**src/rtl/conv_pkg.sv**
```systemverilog
// Shared state encoding, default sync byte and width helpers for the
// convolution stream sequencer.
package conv_pkg;

    typedef enum logic [1:0] {
        ST_IDLE,
        ST_KERNEL,
        ST_PIXEL,
        ST_DRAIN
    } state_e;

    localparam logic [7:0] SYNC_BYTE_DEF = 8'hA5;

    // Index width for a range of n values; never narrower than one bit.
    function automatic int idx_w(input int n);
        return (n < 2) ? 1 : $clog2(n);
    endfunction

    function automatic int kern_bytes(input int ksize, input int ch);
        return ksize * ksize * ch;
    endfunction

    function automatic int exp_results(input int img_w, input int img_h,
                                       input int ksize, input int ch);
        return (img_w - ksize + 1) * (img_h - ksize + 1) * ch;
    endfunction

endpackage

```
**src/rtl/conv_stream_seq_fifo.sv**
```systemverilog
// Result FIFO between the convolution engine and the UART transmitter.
// A push into a full FIFO is accepted only if a pop happens in the same cycle.
module conv_res_fifo
    import conv_pkg::*;
#(
    parameter int DEPTH = 16,
    parameter int W     = 8
) (
    input  logic         clk,
    input  logic         rst,
    input  logic         push,
    input  logic [W-1:0] din,
    input  logic         pop,
    output logic [W-1:0] dout,
    output logic         full,
    output logic         empty,
    output logic         ovf
);
    localparam int AW = idx_w(DEPTH);
    localparam int CW = AW + 1;

    logic [W-1:0]  mem_q [DEPTH];
    logic [AW-1:0] wr_ptr_q, wr_ptr_d, rd_ptr_q, rd_ptr_d;
    logic [CW-1:0] cnt_q, cnt_d;
    logic          do_push, do_pop;

    always_comb begin
        full     = (cnt_q == CW'(DEPTH));
        empty    = (cnt_q == '0);
        do_pop   = pop & ~empty;
        do_push  = push & (~full | do_pop);
        ovf      = push & full & ~do_pop;
        wr_ptr_d = do_push ? wr_ptr_q + 1'b1 : wr_ptr_q;
        rd_ptr_d = do_pop ? rd_ptr_q + 1'b1 : rd_ptr_q;
        cnt_d    = cnt_q + CW'(do_push) - CW'(do_pop);
        dout     = mem_q[rd_ptr_q];
    end

    always_ff @(posedge clk or posedge rst) begin
        if (rst) begin
            wr_ptr_q <= '0;
            rd_ptr_q <= '0;
            cnt_q    <= '0;
        end else begin
            wr_ptr_q <= wr_ptr_d;
            rd_ptr_q <= rd_ptr_d;
            cnt_q    <= cnt_d;
        end
    end

    // Storage needs no reset; the pointers define what is valid.
    always_ff @(posedge clk) begin
        if (do_push) mem_q[wr_ptr_q] <= din;
    end

endmodule

```
**src/rtl/conv_stream_seq.sv**
```systemverilog
// Phase sequencer for the UART convolution datapath: sync, kernel, pixels, drain.
// Optional CONV_SYNC_CHECK_EN: reject a first byte other than SYNC_BYTE (sets err).
module conv_stream_seq
    import conv_pkg::*;
#(
    parameter int         IMG_W      = 502,
    parameter int         IMG_H      = 502,
    parameter int         CH         = 3,
    parameter int         KSIZE      = 3,
    parameter int         FIFO_DEPTH = 16,
    parameter logic [7:0] SYNC_BYTE  = SYNC_BYTE_DEF
) (
    input  logic                                     clk,
    input  logic                                     rst,
    input  logic                                     rx_valid,
    input  logic [7:0]                               rx_data,
    output logic                                     kern_we,
    output logic [idx_w(kern_bytes(KSIZE, CH))-1:0]  kern_idx,
    output logic [7:0]                               kern_data,
    output logic                                     pix_we,
    output logic [7:0]                               pix_data,
    output logic [idx_w(CH)-1:0]                     pix_ch,
    output logic [idx_w(IMG_W)-1:0]                  pix_col,
    output logic [idx_w(IMG_H)-1:0]                  pix_row,
    output logic                                     win_valid,
    input  logic                                     res_valid,
    input  logic [7:0]                               res_data,
    input  logic                                     tx_busy,
    output logic                                     tx_start,
    output logic [7:0]                               tx_data,
    output logic                                     led_kernel,
    output logic                                     led_frame,
    output logic                                     err
);
    localparam int KBYTES = kern_bytes(KSIZE, CH);
    localparam int EXP    = exp_results(IMG_W, IMG_H, KSIZE, CH);
    localparam int KIW    = idx_w(KBYTES);
    localparam int CHW    = idx_w(CH);
    localparam int COLW   = idx_w(IMG_W);
    localparam int ROWW   = idx_w(IMG_H);
    localparam int SW     = idx_w(EXP + 1);

    state_e          state_q, state_d;
    logic [KIW-1:0]  kcnt_q, kcnt_d, kern_idx_q, kern_idx_d;
    logic [CHW-1:0]  ch_q, ch_d, pix_ch_q, pix_ch_d;
    logic [COLW-1:0] col_q, col_d, pix_col_q, pix_col_d;
    logic [ROWW-1:0] row_q, row_d, pix_row_q, pix_row_d;
    logic [SW-1:0]   sent_q, sent_d;
    logic [7:0]      kern_data_q, kern_data_d, pix_data_q, pix_data_d, tx_data_q, tx_data_d;
    logic            kern_we_q, kern_we_d, pix_we_q, pix_we_d, win_valid_q, win_valid_d;
    logic            tx_start_q, tx_start_d;
    logic            led_kernel_q, led_kernel_d, led_frame_q, led_frame_d, err_q, err_d;
    logic            ch_last, col_last, row_last;
    logic            fifo_full, fifo_empty, fifo_ovf;
    logic [7:0]      fifo_dout;

    conv_res_fifo #(.DEPTH(FIFO_DEPTH), .W(8)) u_fifo (
        .clk   (clk),
        .rst   (rst),
        .push  (res_valid),
        .din   (res_data),
        .pop   (tx_start_q),
        .dout  (fifo_dout),
        .full  (fifo_full),
        .empty (fifo_empty),
        .ovf   (fifo_ovf)
    );

    always_comb begin
        ch_last      = (ch_q == CHW'(CH - 1));
        col_last     = (col_q == COLW'(IMG_W - 1));
        row_last     = (row_q == ROWW'(IMG_H - 1));
        state_d      = state_q;
        kcnt_d       = kcnt_q;
        ch_d         = ch_q;
        col_d        = col_q;
        row_d        = row_q;
        sent_d       = sent_q + SW'(tx_start_q);
        kern_we_d    = 1'b0;
        kern_idx_d   = kern_idx_q;
        kern_data_d  = kern_data_q;
        pix_we_d     = 1'b0;
        win_valid_d  = 1'b0;
        pix_data_d   = pix_data_q;
        pix_ch_d     = pix_ch_q;
        pix_col_d    = pix_col_q;
        pix_row_d    = pix_row_q;
        // The previous-cycle guard also keeps a new request off the pop cycle.
        tx_start_d   = ~fifo_empty & ~tx_busy & ~tx_start_q;
        tx_data_d    = tx_start_d ? fifo_dout : tx_data_q;
        led_kernel_d = led_kernel_q;
        led_frame_d  = led_frame_q;
        err_d        = err_q | fifo_ovf;

        case (state_q)
            ST_IDLE: begin
                if (rx_valid) begin
`ifdef CONV_SYNC_CHECK_EN
                    if (rx_data == SYNC_BYTE) state_d = ST_KERNEL;
                    else                      err_d   = 1'b1;
`else
                    state_d = ST_KERNEL;
`endif
                end
            end
            ST_KERNEL: begin
                if (rx_valid) begin
                    kern_we_d   = 1'b1;
                    kern_idx_d  = kcnt_q;
                    kern_data_d = rx_data;
                    if (kcnt_q == KIW'(KBYTES - 1)) begin
                        kcnt_d       = '0;
                        led_kernel_d = 1'b1;
                        state_d      = ST_PIXEL;
                    end else begin
                        kcnt_d = kcnt_q + 1'b1;
                    end
                end
            end
            ST_PIXEL: begin
                if (rx_valid) begin
                    pix_we_d    = 1'b1;
                    pix_data_d  = rx_data;
                    pix_ch_d    = ch_q;
                    pix_col_d   = col_q;
                    pix_row_d   = row_q;
                    win_valid_d = (col_q >= COLW'(KSIZE - 1)) && (row_q >= ROWW'(KSIZE - 1));
                    ch_d        = ch_last ? '0 : ch_q + 1'b1;
                    if (ch_last) begin
                        col_d = col_last ? '0 : col_q + 1'b1;
                        if (col_last) row_d = row_last ? '0 : row_q + 1'b1;
                    end
                    if (ch_last && col_last && row_last) state_d = ST_DRAIN;
                end
            end
            ST_DRAIN: begin
                if (sent_q == SW'(EXP) && fifo_empty) begin
                    led_frame_d = 1'b1;
                    kcnt_d      = '0;
                    ch_d        = '0;
                    col_d       = '0;
                    row_d       = '0;
                    sent_d      = '0;
                    state_d     = ST_IDLE;
                end
            end
            default: state_d = ST_IDLE;
        endcase
    end

    always_ff @(posedge clk or posedge rst) begin
        if (rst) begin
            state_q      <= ST_IDLE;
            kcnt_q       <= '0;
            ch_q         <= '0;
            col_q        <= '0;
            row_q        <= '0;
            sent_q       <= '0;
            kern_we_q    <= 1'b0;
            kern_idx_q   <= '0;
            kern_data_q  <= '0;
            pix_we_q     <= 1'b0;
            win_valid_q  <= 1'b0;
            pix_data_q   <= '0;
            pix_ch_q     <= '0;
            pix_col_q    <= '0;
            pix_row_q    <= '0;
            tx_start_q   <= 1'b0;
            tx_data_q    <= '0;
            led_kernel_q <= 1'b0;
            led_frame_q  <= 1'b0;
            err_q        <= 1'b0;
        end else begin
            state_q      <= state_d;
            kcnt_q       <= kcnt_d;
            ch_q         <= ch_d;
            col_q        <= col_d;
            row_q        <= row_d;
            sent_q       <= sent_d;
            kern_we_q    <= kern_we_d;
            kern_idx_q   <= kern_idx_d;
            kern_data_q  <= kern_data_d;
            pix_we_q     <= pix_we_d;
            win_valid_q  <= win_valid_d;
            pix_data_q   <= pix_data_d;
            pix_ch_q     <= pix_ch_d;
            pix_col_q    <= pix_col_d;
            pix_row_q    <= pix_row_d;
            tx_start_q   <= tx_start_d;
            tx_data_q    <= tx_data_d;
            led_kernel_q <= led_kernel_d;
            led_frame_q  <= led_frame_d;
            err_q        <= err_d;
        end
    end

    assign kern_we    = kern_we_q;
    assign kern_idx   = kern_idx_q;
    assign kern_data  = kern_data_q;
    assign pix_we     = pix_we_q;
    assign pix_data   = pix_data_q;
    assign pix_ch     = pix_ch_q;
    assign pix_col    = pix_col_q;
    assign pix_row    = pix_row_q;
    assign win_valid  = win_valid_q;
    assign tx_start   = tx_start_q;
    assign tx_data    = tx_data_q;
    assign led_kernel = led_kernel_q;
    assign led_frame  = led_frame_q;
    assign err        = err_q;

endmodule
```
**config.mk**
```make
export PLATFORM = sky130hd
export DESIGN_NAME = conv_stream_seq
export DESIGN_NICKNAME = d
export VERILOG_FILES = /design/src/rtl/conv_pkg.sv /design/src/rtl/conv_stream_seq_fifo.sv /design/src/rtl/conv_stream_seq.sv
export SDC_FILE = /design/constraint.sdc
export NUM_CORES = 1
export LEC_CHECK = 0
export ABC_AREA = 1
export CAP_MARGIN = 30
export CORE_MARGIN = 1.5
export CORE_UTILIZATION = 45
export CTS_CLUSTER_SIZE = 14
export DETAILED_ROUTE_END_ITERATION = 10
export PLACE_DENSITY = 0.66
export RECOVER_POWER = 25
export REMOVE_ABC_BUFFERS = 1
export SLEW_MARGIN = 20
export SYNTH_ARGS = -nofsm -noshare
export SYNTH_HDL_FRONTEND = slang
export SYNTH_SLANG_ARGS = --single-unit
export TNS_END_PERCENT = 5
```
**constraint.sdc**
```tcl
create_clock -name clk -period 3.7 [get_ports clk]
set_input_delay 0.555 -clock clk [delete_from_list [all_inputs] [get_ports clk]]
set_output_delay 0.555 -clock clk [all_outputs]
set_load 0.005 [all_outputs]
```
---- After elaboration in Yosys (flattened, before gate mapping) ----
Memories as Yosys holds them, arrays and structs flattened. A register that Yosys moved wholly into a read port is not among the register bits.
Cells that the tools add are included.
cells by class
  add/sub/neg operators ................... 9
  reduce and logical (&&, ||, !) cells .... 17
  bitwise operators ....................... 13
  multiplexer cells ....................... 33
  eq/ne operators ......................... 17
  magnitude comparators ................... 2
operator list
  operator                                                            number
  two-way mux 9 bit                                                   8
  two-way mux 20 bit                                                  2
  one-hot mux 9 bit (2 select lines)                                  2
  adder 20 x 1 -> 20 bit                                              1
  == test 20 bit (second input constant)                              1
  adder 9 x 1 -> 9 bit (second input constant)                        2
  == test 9 bit (second input constant)                               2
  greater-or-equal comparator 9 x 2 -> 1 bit (second input constant)  2
  two-way mux 2 bit                                                   8
  != test 2 bit (second input constant)                               8
  two-way mux 5 bit                                                   3
  == test 5 bit (second input constant)                               2
  one-hot mux 5 bit (2 select lines)                                  1
  AND reduction 3 bit                                                 3
  adder 4 x 1 -> 4 bit (second input constant)                        2
  one-hot mux 2 bit (4 select lines)                                  1
  two-way mux 1 bit                                                   7
  AND 1 bit                                                           6
  == test 2 bit (second input constant)                               3
  AND reduction 2 bit                                                 3
  AND reduction 6 bit                                                 1
  adder 5 x 1 -> 5 bit                                                1
  adder 5 x 1 -> 5 bit (second input constant)                        1
  zero test 5 bit                                                     1
  other kinds (11)                                                    20
word-level totals
  RAM bits ................................ 128
  memories kept ........................... 1
  logic and storage cells ................. 114
  register bits after elaboration ......... 108
  input port bits ......................... 21
  output and inout bits ................... 56
memories
  name          depth  bits a word  read ports  clocked after memory_dff  wr ports  RTL line                    RTL
  u_fifo.mem_q  16     8            1           1                         1         conv_stream_seq_fifo.sv:22  logic [W-1:0] mem_q [DEPTH];

---- Longest topological paths before layout ----
  depth in word-level cells ............... 7
  gate-level depth with buffers ........... 13
  depth with buffers taken out ............ 13

---- Modules after synthesis ----
A second synthesis with hierarchy kept.
unflattened totals
  cell total of the unflattened synthesis .. 1234
  area, all modules ....................... 11298.3 µm²
modules (own cells, without submodules)
  module           area an instance (µm²)  cells an instance  seq. area each (µm²)  instances
  conv_res_fifo    6276.0                  625                4169.0                1
  conv_stream_seq  5022.3                  609                2577.5                1

---- Worst setup path before layout ----
No wires, ideal clock.
  path kind ............................... reg-to-reg
  start ................................... register u_fifo.cnt_q[3]
  end ..................................... register u_fifo.cnt_q[4]
  stages on the path, launching flop included .. 14
  required time ........................... 3.572 ns
  clock period less this slack ............ 2.315 ns
  library setup time ...................... 0.128 ns
  setup slack ............................. 1.385 ns
  path buffers ............................ 0
  data arrival time ....................... 2.188 ns
  path through ............................ dfrtp_1 > inv_1 > ha_1 > nand3_1 > nand2_1 > inv_1 > ha_1 > inv_1 > ha_1 > inv_1 > fa_1 > o21ai_0 > a21oi_1 > xor2_1
between the ends
  longest elaborated chain between the ends .. 7
  elaborated cells between the ends (all ways) .. 9
  those cells by class .................... add/sub (2); eq/ne (1); bitwise (5); reduce/logical (1)
RTL lines
  item                           RTL line                    RTL
  start: declaration             conv_stream_seq_fifo.sv:24  logic [CW-1:0] cnt_q, cnt_d;
  start signal: assignment       conv_stream_seq_fifo.sv:47  cnt_q <= cnt_d;
  zero test 5 bit (*)            conv_stream_seq_fifo.sv:29  empty = (cnt_q == '0);
  inverter 1 bit (*)             conv_stream_seq_fifo.sv:30  do_pop = pop & ~empty;
  AND 1 bit (*)                  conv_stream_seq_fifo.sv:30
  net u_fifo.do_pop              conv_stream_seq_fifo.sv:25  logic do_push, do_pop;
  bitwise OR 1 bit               conv_stream_seq_fifo.sv:31  do_push = push & (~full | do_pop);
  AND 1 bit                      conv_stream_seq_fifo.sv:31
  adder 5 x 1 -> 5 bit           conv_stream_seq_fifo.sv:35  cnt_d = cnt_q + CW'(do_push) - CW'(do_pop);
  subtractor 5 x 1 -> 5 bit (*)  conv_stream_seq_fifo.sv:35
  net u_fifo.cnt_d[4]            conv_stream_seq_fifo.sv:24
Mark *: on every way through the listed nets, which the timed path passes. The rest lies on a longest branch.
A chain may end at the register's enable or synchronous reset.

==> reports/summary.md <==
The areal power density over the cells is 741 nW/µm², and the worst-case clock buffer depth is 3. The via count was 7687; the number of core rows was 56. Yosys attributes the largest share of cell area to sky130_fd_sc_hd__edfxtp_1 (35%), sky130_fd_sc_hd__dfrtp_1 (27%), sky130_fd_sc_hd__nand2_1 (6.8%). The die area is 25200 µm². The final setup violation count was 0. Counting every instance in the synthesized netlist gives 1087. The layout overhead on the synthesized area was 17.4%.

The fraction of post-synthesis cell area in the top cell type by area was 35.2%. Beginning of the worst hold path: led_frame. For this design, the CTS-stage hold fixing added 0 buffers.

The routed design has 24000 µm of wire. Maximum number of pins on one net before global-route repair: 67. After detailed routing, the number of remaining DRC violations is 0. Counting flops with an async set or reset pin after synthesis yields a share of 47.5%. Number of instances on the worst hold path: 1. The flow ran to the end, but the final reports show violations. The highest net fanout along the worst path was 57. At the pin with the least slew margin, the transition time is 2.28 ns. The first routing iteration left 556 violations. The cell family contributing the most delay on the critical path is buffers and inverters.

The insertion delay to the later sink of the worst-skew pair was 0.52 ns. In this run the critical register-to-register path is launched from u_fifo.cnt_q[3]. The die is 159 µm wide. The library cells used most frequently in the layout, excluding fill and tap cells, are sky130_fd_sc_hd__nand2_1 (197), sky130_fd_sc_hd__nor2_1 (166), sky130_fd_sc_hd__edfxtp_1 (128).

After layout, the design draws a total of 9.49 mW. The first global-routing pass estimated 39500 µm of wire. Sequential cells were found to cover 61.8% of the synthesized design area. The tools report the worst-case register-to-register setup slack as 1.12 ns. Hold timing on the final database bottoms out at a slack of 0.476 ns. For the worst setup path, the data arrival time is 2.58 ns. The sum of buffers and inverters on the critical path is 2, and the total count of max-transition violations in the final report is 57. Across the VDD grid, the largest voltage drop is 0.371 mV. The number of input and output port buffers inserted works out to 76.

The critical path goes through clkdlybuf4s50_1 > inv_1. In the routed layout, each cell is associated on average with a via count of 5.13. The number of placed I/O pins came out at 77. The synthesized design contains 128 enable-type register cells. The HPWL after detailed placement is 15900 µm. Subtracting the final worst setup slack from the clock period gives 2.59 ns. The final reports fail on max-capacitance violations, max-slew violations. Max capacitance violation total: 1.

The cell type with the highest aggregate area in the netlist was sky130_fd_sc_hd__edfxtp_1. In the global route stage, overall resource usage came out at 19.4%. The number of routed nets with antenna violations came out at 0. The worst setup path is launched from an input pin.

For the hold violation count in the final report, the log shows 0. The worst hold path terminates at led_frame. Before antenna repair, the detailed router went through 7 iterations. The region available for standard cell placement spans 23600 µm². The die height was 159 µm; the number of flip-flops and latches in the synthesized netlist was 244. The post-CTS setup-driven buffer insertion count is 0, and the mean post-synth cell area is 10.0 µm².

The number of cells on the worst reg-to-reg path is 13. In this run the critical register-to-register path is captured at u_fifo.cnt_q[4]. 0 antenna diodes ended up in the layout. The number of antenna violations at the first check in global routing came out at 0. Setup repair after global routing left no endpoint under its margin.

Cells fill 54.3% of the core in the end. TritonCTS built the clock tree. Leaving out fill and tap cells, the most frequent cell in the layout is sky130_fd_sc_hd__nand2_1. The via count of the first global-routing pass was 7526; the final instance count without filler cells was 1499. The worst setup skew after layout is 0.00654 ns. The setup TNS came out at 0 ns. Fill cells in the final layout number 2098. The data required time of the worst path was 3.69 ns. Once the clock tree was built, the resizer swapped 0 gates to a different size.

The H-tree depth is 1, and the average detailed-routed wire length per instance is 16.0 µm. The worst hold path belongs to the class flop to flop. The run gives 244 as the number of clock sinks. The setup path with the least slack is of type input pin to async pin.

The run gives 26 as the CTS buffer count. STA classifies the critical path endpoint as an async pin. For the final-stage net count, the log shows 1208. The proportion of layout cells with a drive suffix above 1 was 6.69%; the count of yosys warnings during synthesis was 0. The root buffer cell chosen for the clock tree is sky130_fd_sc_hd__clkbuf_16. After global routing the overflow that remains totals 0.

Total instance count after detailed placement: 1451. Counting distinct cell types in the post-synthesis netlist gives 40. The initial utilization of the core area, before any placement, comes to 46.2%. The largest single stage delay on the critical path is 1.61 ns. On the critical path, the stage with the largest delay is an instance of sky130_fd_sc_hd__inv_1. The final critical-path share of the clock period came out at 70.1%. The highest clock frequency the design can meet is 385 MHz.

For the relative max-transition margin, the log shows -51.9%. The clock transition at the registers of the reported paths works out to 0.06 ns. Summed over all cells, the static leakage comes to 5.28 nW. The final RePlAce weighted congestion was 0.865. Among all flip-flop cells after synthesis, the most frequent one is sky130_fd_sc_hd__edfxtp_1. The netlist area before placement was 10900 µm².
flip-flops by register name (all words and copies together), names as in the netlist, 4 cells and up:
register,flops
col_q,9
kcnt_q,5
kern_data,8
kern_idx,5
pix_col,9
pix_data,8
pix_row,9
row_q,9
sent_q,20
tx_data,8
u_fifo.cnt_q,5
u_fifo.mem_q,128
u_fifo.rd_ptr_q,4
u_fifo.wr_ptr_q,4
power by group:
part	total [mW]	switching, mW	internal (mW)
Combinational	3.11	1.90	1.21
Sequential	3.83	0.418	3.42
Clock	2.55	1.02	1.53
cells in the mapped netlist (3+ instances only):
| library cell | count |
|---|---|
| sky130_fd_sc_hd__a21oi_2 | 3 |
| sky130_fd_sc_hd__or2_2 | 5 |
| sky130_fd_sc_hd__nand4_1 | 21 |
| sky130_fd_sc_hd__o21ai_2 | 8 |
| sky130_fd_sc_hd__o21ai_1 | 3 |
| sky130_fd_sc_hd__o21ai_0 | 122 |
| sky130_fd_sc_hd__inv_1 | 101 |
| sky130_fd_sc_hd__o211ai_1 | 33 |
| sky130_fd_sc_hd__edfxtp_1 | 128 |
| sky130_fd_sc_hd__clkinv_1 | 3 |
| sky130_fd_sc_hd__xor2_1 | 16 |
| sky130_fd_sc_hd__a21oi_1 | 6 |
| sky130_fd_sc_hd__nand3b_1 | 4 |
| sky130_fd_sc_hd__nand2_1 | 197 |
| sky130_fd_sc_hd__nor3_1 | 11 |
| sky130_fd_sc_hd__nand2_2 | 4 |
| sky130_fd_sc_hd__ha_1 | 26 |
| sky130_fd_sc_hd__inv_2 | 3 |
| sky130_fd_sc_hd__a31oi_1 | 3 |
| sky130_fd_sc_hd__buf_4 | 3 |
| sky130_fd_sc_hd__clkbuf_1 | 19 |
| sky130_fd_sc_hd__buf_2 | 11 |
| sky130_fd_sc_hd__xnor2_1 | 3 |
| sky130_fd_sc_hd__nor2_1 | 166 |
| sky130_fd_sc_hd__nand3_1 | 50 |
| sky130_fd_sc_hd__dfrtp_1 | 116 |
routing by layer:
layer  global-route usage [%]  wire [µm]
met5                        0          0
met4                     5.97        555
met2                     31.0      11000
met3                     2.74       1300
met1                     27.6      11100
how the worst max path moves through the flow:
stage | from | end | slack, ns | cells after the start
finish | rst | u_fifo.rd_ptr_q[0] | 1.11 | 2
global route | rst | u_fifo.rd_ptr_q[0] | 0.46 | 2
CTS | u_fifo.cnt_q[3] | u_fifo.cnt_q[4] | 1.11 | 13
detailed placement | res_valid | u_fifo.mem_q[4][3] | 1.06 | 5
global placement | res_valid | u_fifo.mem_q[4][1] | 1.10 | 5
floorplan | rst | ch_q[0] | 0.07 | 1
area by class of cell:
class / count / area [µm²] / share of cell area, %
Tap cell: 319 / 399 / 3.11
Multi-Input combinational cell: 699 / 3590 / 28.0
Inverter: 107 / 402 / 3.13
Sequential cell: 244 / 6750 / 52.7
Clock inverter: 10 / 98.8 / 0.771
Clock buffer: 38 / 747 / 5.83
Timing Repair Buffer: 82 / 831 / 6.48
cells by family (layout without fill, tap and decap cells):
family | after synthesis | count (layout) | synth area share [%]
AND/OR/NAND/NOR | 472 | 472 | 18.6
XOR/XNOR | 19 | 19 | 1.52
buffers and inverters | 144 | 237 | 5.32
adder cells (fa/ha/maj) | 27 | 27 | 3.16
flip-flops | 244 | 244 | 61.8
AO/OA/AOI/OAI | 181 | 181 | 9.56
metrics by stage:
step,area (µm²),setup slack (ns)
6_report,12800,1.11
5_1_grt,12800,0.457
4_1_cts,12800,1.11
3_5_place_dp,12000,1.06
3_3_place_gp,12000,1.10
2_1_floorplan,10700,0.0726
(Power assumes the default switching activity.)
